`src/rtl/dds_pkg.sv`:
```
// Shared definitions for the DDS register-map Wishbone initiator: FSM encoding,
// register addresses and the default ack timeout.
package dds_pkg;

    typedef enum logic [1:0] {
        ST_IDLE   = 2'd0,
        ST_STROBE = 2'd1,
        ST_GAP    = 2'd2,
        ST_RESP   = 2'd3
    } wb_state_t;

    localparam int unsigned DEFAULT_TIMEOUT_CYCLES = 16;

    localparam logic [15:0] REG_READY  = 16'd0;
    localparam logic [15:0] REG_ENABLE = 16'd1;
    localparam logic [15:0] REG_SRC    = 16'd2;
    localparam logic [15:0] REG_TUNING = 16'd3;
    localparam logic [15:0] REG_GAIN   = 16'd4;
    localparam logic [15:0] REG_OFFSET = 16'd5;

endpackage

```
`src/rtl/dds_wb_initiator.sv`:
```
// Turns one host command into one classic single-beat Wishbone cycle and returns
// the read data (or a timeout flag) on a held response port.
module dds_wb_initiator
    import dds_pkg::*;
#(
    parameter int unsigned DATA_WIDTH     = 32,
    parameter int unsigned ADDR_WIDTH     = 16,
    parameter int unsigned TIMEOUT_CYCLES = DEFAULT_TIMEOUT_CYCLES
) (
    input  logic                  wb_clk_i,
    input  logic                  wb_rst_n_i,
    input  logic                  cmd_valid_i,
    output logic                  cmd_ready_o,
    input  logic                  cmd_we_i,
    input  logic [ADDR_WIDTH-1:0] cmd_addr_i,
    input  logic [DATA_WIDTH-1:0] cmd_dat_i,
    output logic                  rsp_valid_o,
    input  logic                  rsp_ready_i,
    output logic [DATA_WIDTH-1:0] rsp_dat_o,
    output logic                  rsp_err_o,
    output logic                  wb_stb_o,
    output logic                  wb_we_o,
    output logic [ADDR_WIDTH-1:0] wb_addr_o,
    output logic [DATA_WIDTH-1:0] wb_dat_o,
    input  logic [DATA_WIDTH-1:0] wb_dat_i,
    input  logic                  wb_ack_i
);

    localparam int unsigned CNT_W = $clog2(TIMEOUT_CYCLES) + 1;
    localparam logic [CNT_W-1:0] CNT_LAST = CNT_W'(TIMEOUT_CYCLES - 1);
    localparam logic [CNT_W-1:0] CNT_MAX  = '1;

    wb_state_t             state_q, state_d;
    logic [CNT_W-1:0]      cnt_q, cnt_d;
    logic                  cmd_ready_d;
    logic                  rsp_valid_d;
    logic [DATA_WIDTH-1:0] rsp_dat_d;
    logic                  rsp_err_d;
    logic                  stb_d;
    logic                  we_d;
    logic [ADDR_WIDTH-1:0] addr_d;
    logic [DATA_WIDTH-1:0] wdat_d;

    // State and every output are flops; reset drops stb and discards any pending response.
    always_ff @(posedge wb_clk_i or negedge wb_rst_n_i) begin
        if (!wb_rst_n_i) begin
            state_q     <= ST_IDLE;
            cnt_q       <= '0;
            cmd_ready_o <= 1'b0;
            rsp_valid_o <= 1'b0;
            rsp_dat_o   <= '0;
            rsp_err_o   <= 1'b0;
            wb_stb_o    <= 1'b0;
            wb_we_o     <= 1'b0;
            wb_addr_o   <= '0;
            wb_dat_o    <= '0;
        end else begin
            state_q     <= state_d;
            cnt_q       <= cnt_d;
            cmd_ready_o <= cmd_ready_d;
            rsp_valid_o <= rsp_valid_d;
            rsp_dat_o   <= rsp_dat_d;
            rsp_err_o   <= rsp_err_d;
            wb_stb_o    <= stb_d;
            wb_we_o     <= we_d;
            wb_addr_o   <= addr_d;
            wb_dat_o    <= wdat_d;
        end
    end

    // Next-state and next-output logic; wb_ack_i only matters while strobing.
    always_comb begin
        state_d     = state_q;
        cnt_d       = cnt_q;
        rsp_valid_d = rsp_valid_o;
        rsp_dat_d   = rsp_dat_o;
        rsp_err_d   = rsp_err_o;
        stb_d       = wb_stb_o;
        we_d        = wb_we_o;
        addr_d      = wb_addr_o;
        wdat_d      = wb_dat_o;

        unique case (state_q)
            ST_IDLE: begin
                if (cmd_valid_i && cmd_ready_o) begin
                    stb_d   = 1'b1;
                    we_d    = cmd_we_i;
                    addr_d  = cmd_addr_i;
                    wdat_d  = cmd_dat_i;
                    cnt_d   = '0;
                    state_d = ST_STROBE;
                end
            end
            ST_STROBE: begin
                // An ack on the threshold cycle still completes the transfer cleanly.
                if (wb_ack_i) begin
                    stb_d     = 1'b0;
                    rsp_dat_d = wb_we_o ? '0 : wb_dat_i;
                    rsp_err_d = 1'b0;
                    state_d   = ST_GAP;
                end else if (cnt_q >= CNT_LAST) begin
                    stb_d     = 1'b0;
                    rsp_dat_d = '0;
                    rsp_err_d = 1'b1;
                    state_d   = ST_GAP;
                end else if (cnt_q != CNT_MAX) begin
                    cnt_d = cnt_q + CNT_W'(1);
                end
            end
            ST_GAP: begin
                // Absorbs the stale registered ack the slave may still return.
                rsp_valid_d = 1'b1;
                state_d     = ST_RESP;
            end
            ST_RESP: begin
                if (rsp_ready_i) begin
                    rsp_valid_d = 1'b0;
                    state_d     = ST_IDLE;
                end
            end
            default: begin
                state_d = ST_IDLE;
            end
        endcase

        cmd_ready_d = (state_d == ST_IDLE);
    end

endmodule

```
`config.mk`:
```
export PLATFORM = sky130hd
export DESIGN_NAME = dds_wb_initiator
export DESIGN_NICKNAME = d
export VERILOG_FILES = /design/src/rtl/dds_pkg.sv /design/src/rtl/dds_wb_initiator.sv
export SDC_FILE = /design/constraint.sdc
export NUM_CORES = 1
export LEC_CHECK = 0
export ABC_AREA = 1
export CAP_MARGIN = 25
export CORE_MARGIN = 4
export CORE_UTILIZATION = 42
export DETAILED_ROUTE_END_ITERATION = 12
export MAX_ROUTING_LAYER = met4
export PLACE_DENSITY_LB_ADDON = 0.3
export SETUP_SLACK_MARGIN = 0.1
export SLEW_MARGIN = 20
export SYNTH_ARGS = -nofsm -noshare
export SYNTH_HDL_FRONTEND = slang
export SYNTH_SLANG_ARGS = --single-unit
```
`constraint.sdc`:
```
create_clock -name wb_clk_i -period 2.42 [get_ports wb_clk_i]
set_clock_uncertainty 0.1 [all_clocks]
set_input_delay 0.242 -clock wb_clk_i [delete_from_list [all_inputs] [get_ports wb_clk_i]]
set_output_delay 0.242 -clock wb_clk_i [all_outputs]
set_load 0.005 [all_outputs]
```
==> flow_summary.toml, run 1 <==
[cells_and_area]
final_cell_mix = "nand2_1, clkdlybuf4s50_1, dfrtp_1"
area_growth_pct = 52.8
drive_above_1_share = 0.0717
nNetsFinal = 671
post-route-util = 0.660
layout_commonest_cell = "nand2_1"
antenna_cells = 0

[setup_path]
endpoint_kind = "flip-flop"
path_class = "flip-flop to flip-flop"
slowest_delay_ns = 0.43
crit_top_cell = "ha_1"
cp_max_fo = 30
worstSetupStartpointType = "flip-flop"
cp.arrival_ns = 2.18
path_cells = "ha_1 -> nand2_1 -> nor2_1 -> ha_1 -> nor2_4 -> nand2_2 -> nand2_4 -> buf_4 -> o21ai_0"
crit_path_top_delay_cell = "dfrtp_1"
required_ns = 2.55

[floorplan]
fp-row-count = 34
die_area_um2 = 10600
ios = 171
start_util = 0.432
coreArea_um2 = 8760
die_x_um = 103
dieHeight_um = 103

[cts]
htreeDepth = 3
clk-insertion-delay-late_ns = 0.34
cts.path.max_buffers = 2
numCtsBuffers = 9
cts_setup_buffers = 0
cts_tree = "built"
cts.repair.resized = 0
clk_pin_slew_ns = 0.09
cts_sinks = 92
cts-root-buf = "clkbuf_8"

[placement]
place_hpwl_um = 7060
portBuffers = 170
gp_congestion = 0.733

[job]
drv_cap = 0

[timing]
setup-tns-final_ns = 0
worst_pin_slew_ns = 0.602
setup_viol = 0
slew_headroom = 0.598
finalCritPeriodShare = 0.849
rsz0062_at_grt = "false"
slew_viol_final = 0
fmax_ghz = 0.486
finalHoldViolCount = 0
post-route-min-period_ns = 2.06

[yosys]
synth_nets = 507
yosysSeqAreaShare = 0.608
synth_cells = 418
synth.avg_cell_area_um2 = 9.06
ys_types = 23
synth-seq-cells = 92
synth_warnings = 0
syn-cell-area_um2 = 3790

[route]
postRouteAntennaNets = 0
viasPerCell = 4.82
drc = 0
wl_per_cell_um = 14.1
wl_um = 9780
num_vias = 3348
drt-initial-drc-count = 111
dr.pass1.iters = 5

[grt]
grt_start_max_net_pins = 56
grt_overflow_total = 0
grt_pass1_vias = 3238
grt_pass1_wl_um = 15200
grtUsageTotal = 0.186
antenna_found_initial = 0

[status]
outcome = "finished, final reports clean"

[pwr]
powerDensity_nw_per_um2 = 1130
ir_worst_vdd_v = 0.000501
leakagePower_uw = 0.00269

[worst_hold_path]
hold_class = "input port to flip-flop"
## synth_stat cells
| cell | count | area share |
|---|---|---|
| o21ai_2 | 10 | 0.023 |
| nor2_4 | 2 | 0.0059 |
| ha_1 | 3 | 0.0099 |
| a31oi_1 | 1 | 0.0017 |
| nand2_2 | 5 | 0.0083 |
| nand3_1 | 39 | 0.052 |
| o21ai_1 | 10 | 0.013 |
| clkbuf_1 | 11 | 0.011 |
| buf_8 | 1 | 0.0040 |
| o21ai_0 | 15 | 0.020 |
| buf_2 | 8 | 0.011 |
| dfrtp_1 | 92 | 0.61 |
| buf_6 | 3 | 0.0089 |
| nand4_1 | 2 | 0.0033 |
| o21a_1 | 1 | 0.0020 |
| o21bai_1 | 1 | 0.0020 |
| nor2_1 | 8 | 0.0079 |
| nand2_1 | 191 | 0.19 |
| inv_2 | 2 | 0.0020 |
| buf_4 | 2 | 0.0040 |
| inv_1 | 8 | 0.0079 |
| nand2_4 | 1 | 0.0030 |
| a21oi_1 | 2 | 0.0026 |
## path summary, 6_finish.rpt
kind / from / end / slack, ns / depth (start not counted)
hold reg to reg: wb_dat_o[5] / wb_dat_o[5] / 0.38 / 2
setup / recovery: cnt_q[0] / rsp_dat_o[8] / 0.36 / 9
max in group asynchronous: wb_rst_n_i / wb_we_o / 1.21 / 3
setup reg to reg: cnt_q[0] / rsp_dat_o[8] / 0.36 / 9
hold / removal: cmd_dat_i[29] / wb_dat_o[29] / 0.32 / 3
min in group asynchronous: wb_rst_n_i / rsp_dat_o[8] / 0.35 / 2
## critical path: cells and delay by family, from the launching register on
kind / cells / cell delay (ns)
adder cells (fa/ha/maj): 2 / 0.44
buffers and inverters: 1 / 0.25
flip-flops: 1 / 0.43
AO/OA/AOI/OAI: 1 / 0.11
AND/OR/NAND/NOR: 5 / 0.60
## routing by layer
metal  vias to the layer above  global-route usage  part of all wire
li1                       1641                   -                 -
met1                      1559               0.242              0.42
met2                       134               0.279              0.47
met3                        14              0.0568              0.10
met4                         0              0.0598             0.013
met5                         -                   -                 0
## flip-flops by register name, indices dropped and copies added (netlist names)
name / count
rsp_err_o: 1
wb_addr_o: 16
rsp_valid_o: 1
rsp_dat_o: 32
cmd_ready_o: 1
cnt_q: 5
state_q: 2
wb_dat_o: 32
wb_stb_o: 1
wb_we_o: 1
## where the power goes
part,switching [uW],total [uW],internal (uW)
combinational,1180,2810,1630
clock,511,1090,578
sequential,402,2620,2210
total,2090,6510,4420
## kinds of logic (layout without fill, tap and decap cells)
group / after synthesis / in the layout / synth area share
adder cells (fa/ha/maj): 3 / 3 / 0.00992
AO/OA/AOI/OAI: 40 / 40 / 0.0644
AND/OR/NAND/NOR: 248 / 248 / 0.269
flip-flops: 92 / 92 / 0.608
buffers and inverters: 35 / 203 / 0.0482
## stage by stage
stage	instances	hold slack [ns]	instance area (um^2)	power (uW)	setup slack [ns]
2_1_floorplan	418	-0.154	3790	3720	0.687
3_3_place_gp	678	0.185	5570	5370	0.483
3_5_place_dp	678	0.198	5570	5480	0.380
4_1_cts	694	0.300	5790	6610	0.364
5_1_grt	694	0.313	5790	7000	0.161
6_report	694	0.323	5790	6510	0.364
## layout make-up
type	count	area, um^2
Clock buffer	11	131
Clock inverter	4	75.1
Fill cell	727	2980
Inverter	10	37.5
Multi-Input combinational cell	291	1310
Sequential cell	92	2300
Tap cell	108	135
Timing Repair Buffer	178	1800
## what timing repair did
| item | 4_1_cts | 5_1_grt |
|---|---|---|
| setup endpoints to repair | 0 | 0 |
| hold buffers | 1 | 0 |
| hold endpoints to repair | 45 | 0 |
Note: power is estimated with default switching activity, not from simulation.
==> run 2: changes to the inputs <==
Settings changed: CORE_UTILIZATION 42 to 38.
Clock period 2.42 ns to 1.8 ns, I/O delays scaled along.
==> flow_summary.toml, run 2 (synthesized netlist as in run 1, its figures left out) <==
[status]
outcome = "finished, final reports clean"

[cells_and_area]
fin_area_um2 = 6250
drive_above_1_share = 0.154
final_cell_mix = "nand2_1, clkdlybuf4s50_1, dfrtp_1"
multi_input_area_um2 = 1470
reg.largest.list = "rsp_dat_o x32, wb_dat_o x32, wb_addr_o x16"
layout_commonest_cell = "nand2_1"
fillCellCount = 815
area_growth_pct = 65.2
antenna_cells = 0
nNetsFinal = 688
area.sequential_um2 = 2300

[floorplan]
coreArea_um2 = 9730
start_util = 0.389
die_area_um2 = 11600
fp-row-count = 36
dieHeight_um = 108
die_x_um = 108
ios = 171

[timing]
hold_ws_ns = 0.246
finalHoldViolCount = 0
rsz0062_at_grt = "true"
slew_viol_final = 0
fmax_ghz = 0.570
worst_pin_slew_ns = 0.479
setup-tns-final_ns = 0
finalCritPeriodShare = 0.975
post-route-min-period_ns = 1.76
setup_viol = 0
slew_headroom = 0.680
fin_ws_ns = 0.0447

[pwr]
leakagePower_uw = 0.00287
p_comb_frac = 0.449
swShare = 0.325
powerDensity_nw_per_um2 = 1540
ir_worst_vdd_v = 0.000846
total_power_uw = 9610
p_seq_frac = 0.369
clkPwrFrac = 0.182
power_switching_uw = 3120
p_int_uw = 6490

[setup_path]
path_class = "flip-flop to flip-flop"
cp_max_fo = 15
cp_num_cells = 10
endpoint_kind = "flip-flop"
endpoint = "rsp_err_o"
r2r-start = "cnt_q[0]"
cp.arrival_ns = 1.87
worstSetupStartpointType = "flip-flop"
critPathBufInv = 1
reg2regPathDepth = 10
path_cells = "ha_2 -> nand2_2 -> nor2_4 -> ha_4 -> nor2_4 -> nand2_4 -> nand2_8 -> buf_12 -> nand2_1 -> o21ai_0"
crit_path_top_delay_cell = "dfrtp_1"
r2r_slack_ns = 0.04
crit_start = "cnt_q[0]"
rr_endpoint = "rsp_err_o"
crit_top_cell = "nor2_4"
required_ns = 1.92
slowest_delay_ns = 0.37
cp_top_family = "simple AND/OR/NAND/NOR gates"

[route]
wl_per_cell_um = 15.0
viasPerCell = 4.72
dr.pass1.iters = 4
drc = 0
postRouteAntennaNets = 0
wl_um = 11000
num_vias = 3476
drt-initial-drc-count = 182

[worst_hold_path]
hold_depth = 3
hold_class = "input port to flip-flop"

[cts]
clk_pin_slew_ns = 0.10
cts.path.max_buffers = 2
clk-insertion-delay-late_ns = 0.35
cts-root-buf = "clkbuf_8"
cts_sinks = 92
cts_tree = "built"
htreeDepth = 3
numCtsBuffers = 9

[grt]
grt_start_max_net_pins = 47
antenna_found_initial = 0
grt_overflow_total = 0
grt_pass1_vias = 3380
grtUsageTotal = 0.188
grt_pass1_wl_um = 17000

[placement]
gp_congestion = 0.746
place_ws_ns = 0.0663
portBuffers = 170
place_area_um2 = 5670
place_hpwl_um = 7390

[job]
drv_cap = 0
==> run 2: changes by cell type in the layout (fill, tap and decap cells not counted), sizes merged <==
cell / delta
buf: +14
bufinv: +1
clkbuf: +2
inv: +1
nand2: +1
clkinvlp: -1
==> run 2: power groups by stage <==
stage                     Clock (uW)  Combinational [uW]  Sequential, uW
after floorplan                    0                1440            3570
after detailed placement           0                3930            3540
after global placement             0                3840            3510
final                           1750                4310            3550
after CTS                       1780                4100            3510
after global routing            1860                4730            3690
==> run 2: layer usage <==
layer | part of all wire | track usage | vias up
met2 | 0.48 | 0.289 | 144
met4 | 0.0095 | 0.0379 | 0
li1 | - | - | 1689
met1 | 0.43 | 0.253 | 1632
met5 | 0 | - | -
met3 | 0.078 | 0.0522 | 11
==> run 2: cell type report <==
type                            count  area share
Sequential cell                    92       0.368
Timing Repair Buffer              194       0.323
Multi-Input combinational cell    292       0.235
Tap cell                          133      0.0266
Clock buffer                       11      0.0242
Clock inverter                      5      0.0170
Inverter                           10     0.00600
==> run 2: repair_timing <==
action | in CTS | in global routing
endpoints found under the setup margin | 26 | 40
hold buffers | 1 | 0
pin swaps | 2 | 6
gates cloned | 2 | 4
resized for setup | 9 | 41
setup buffers | 4 | 1
hold endpoints to repair | 34 | 0
==> run 2: worst reg2reg max path: stages (launching register included) <==
cell     delay (ns)
dfrtp_1        0.37
ha_2           0.20
nand2_2        0.08
nor2_4         0.14
ha_4           0.16
nor2_4         0.04
nand2_4        0.13
nand2_8        0.11
buf_12         0.17
nand2_1        0.06
o21ai_0        0.08
==> run 2: per-stage QoR <==
stage                     utilization  instances
after CTS                       0.623        732
after detailed placement        0.583        709
after floorplan                     -        418
after global routing            0.643        737
final                           0.643        737
after global placement          0.583        709
==> run 2: how the worst min path moves through the flow <==
| stage | start | to | slack (ns) |
|---|---|---|---|
| detailed placement | wb_rst_n_i | wb_we_o | 0.08 |
| finish | cmd_dat_i[2] | wb_dat_o[2] | 0.25 |
| global placement | wb_rst_n_i | rsp_dat_o[20] | 0.07 |
| global route | cmd_dat_i[2] | wb_dat_o[2] | 0.23 |
| CTS | cmd_dat_i[2] | wb_dat_o[2] | 0.24 |
| floorplan | wb_rst_n_i | cmd_ready_o | -0.22 |
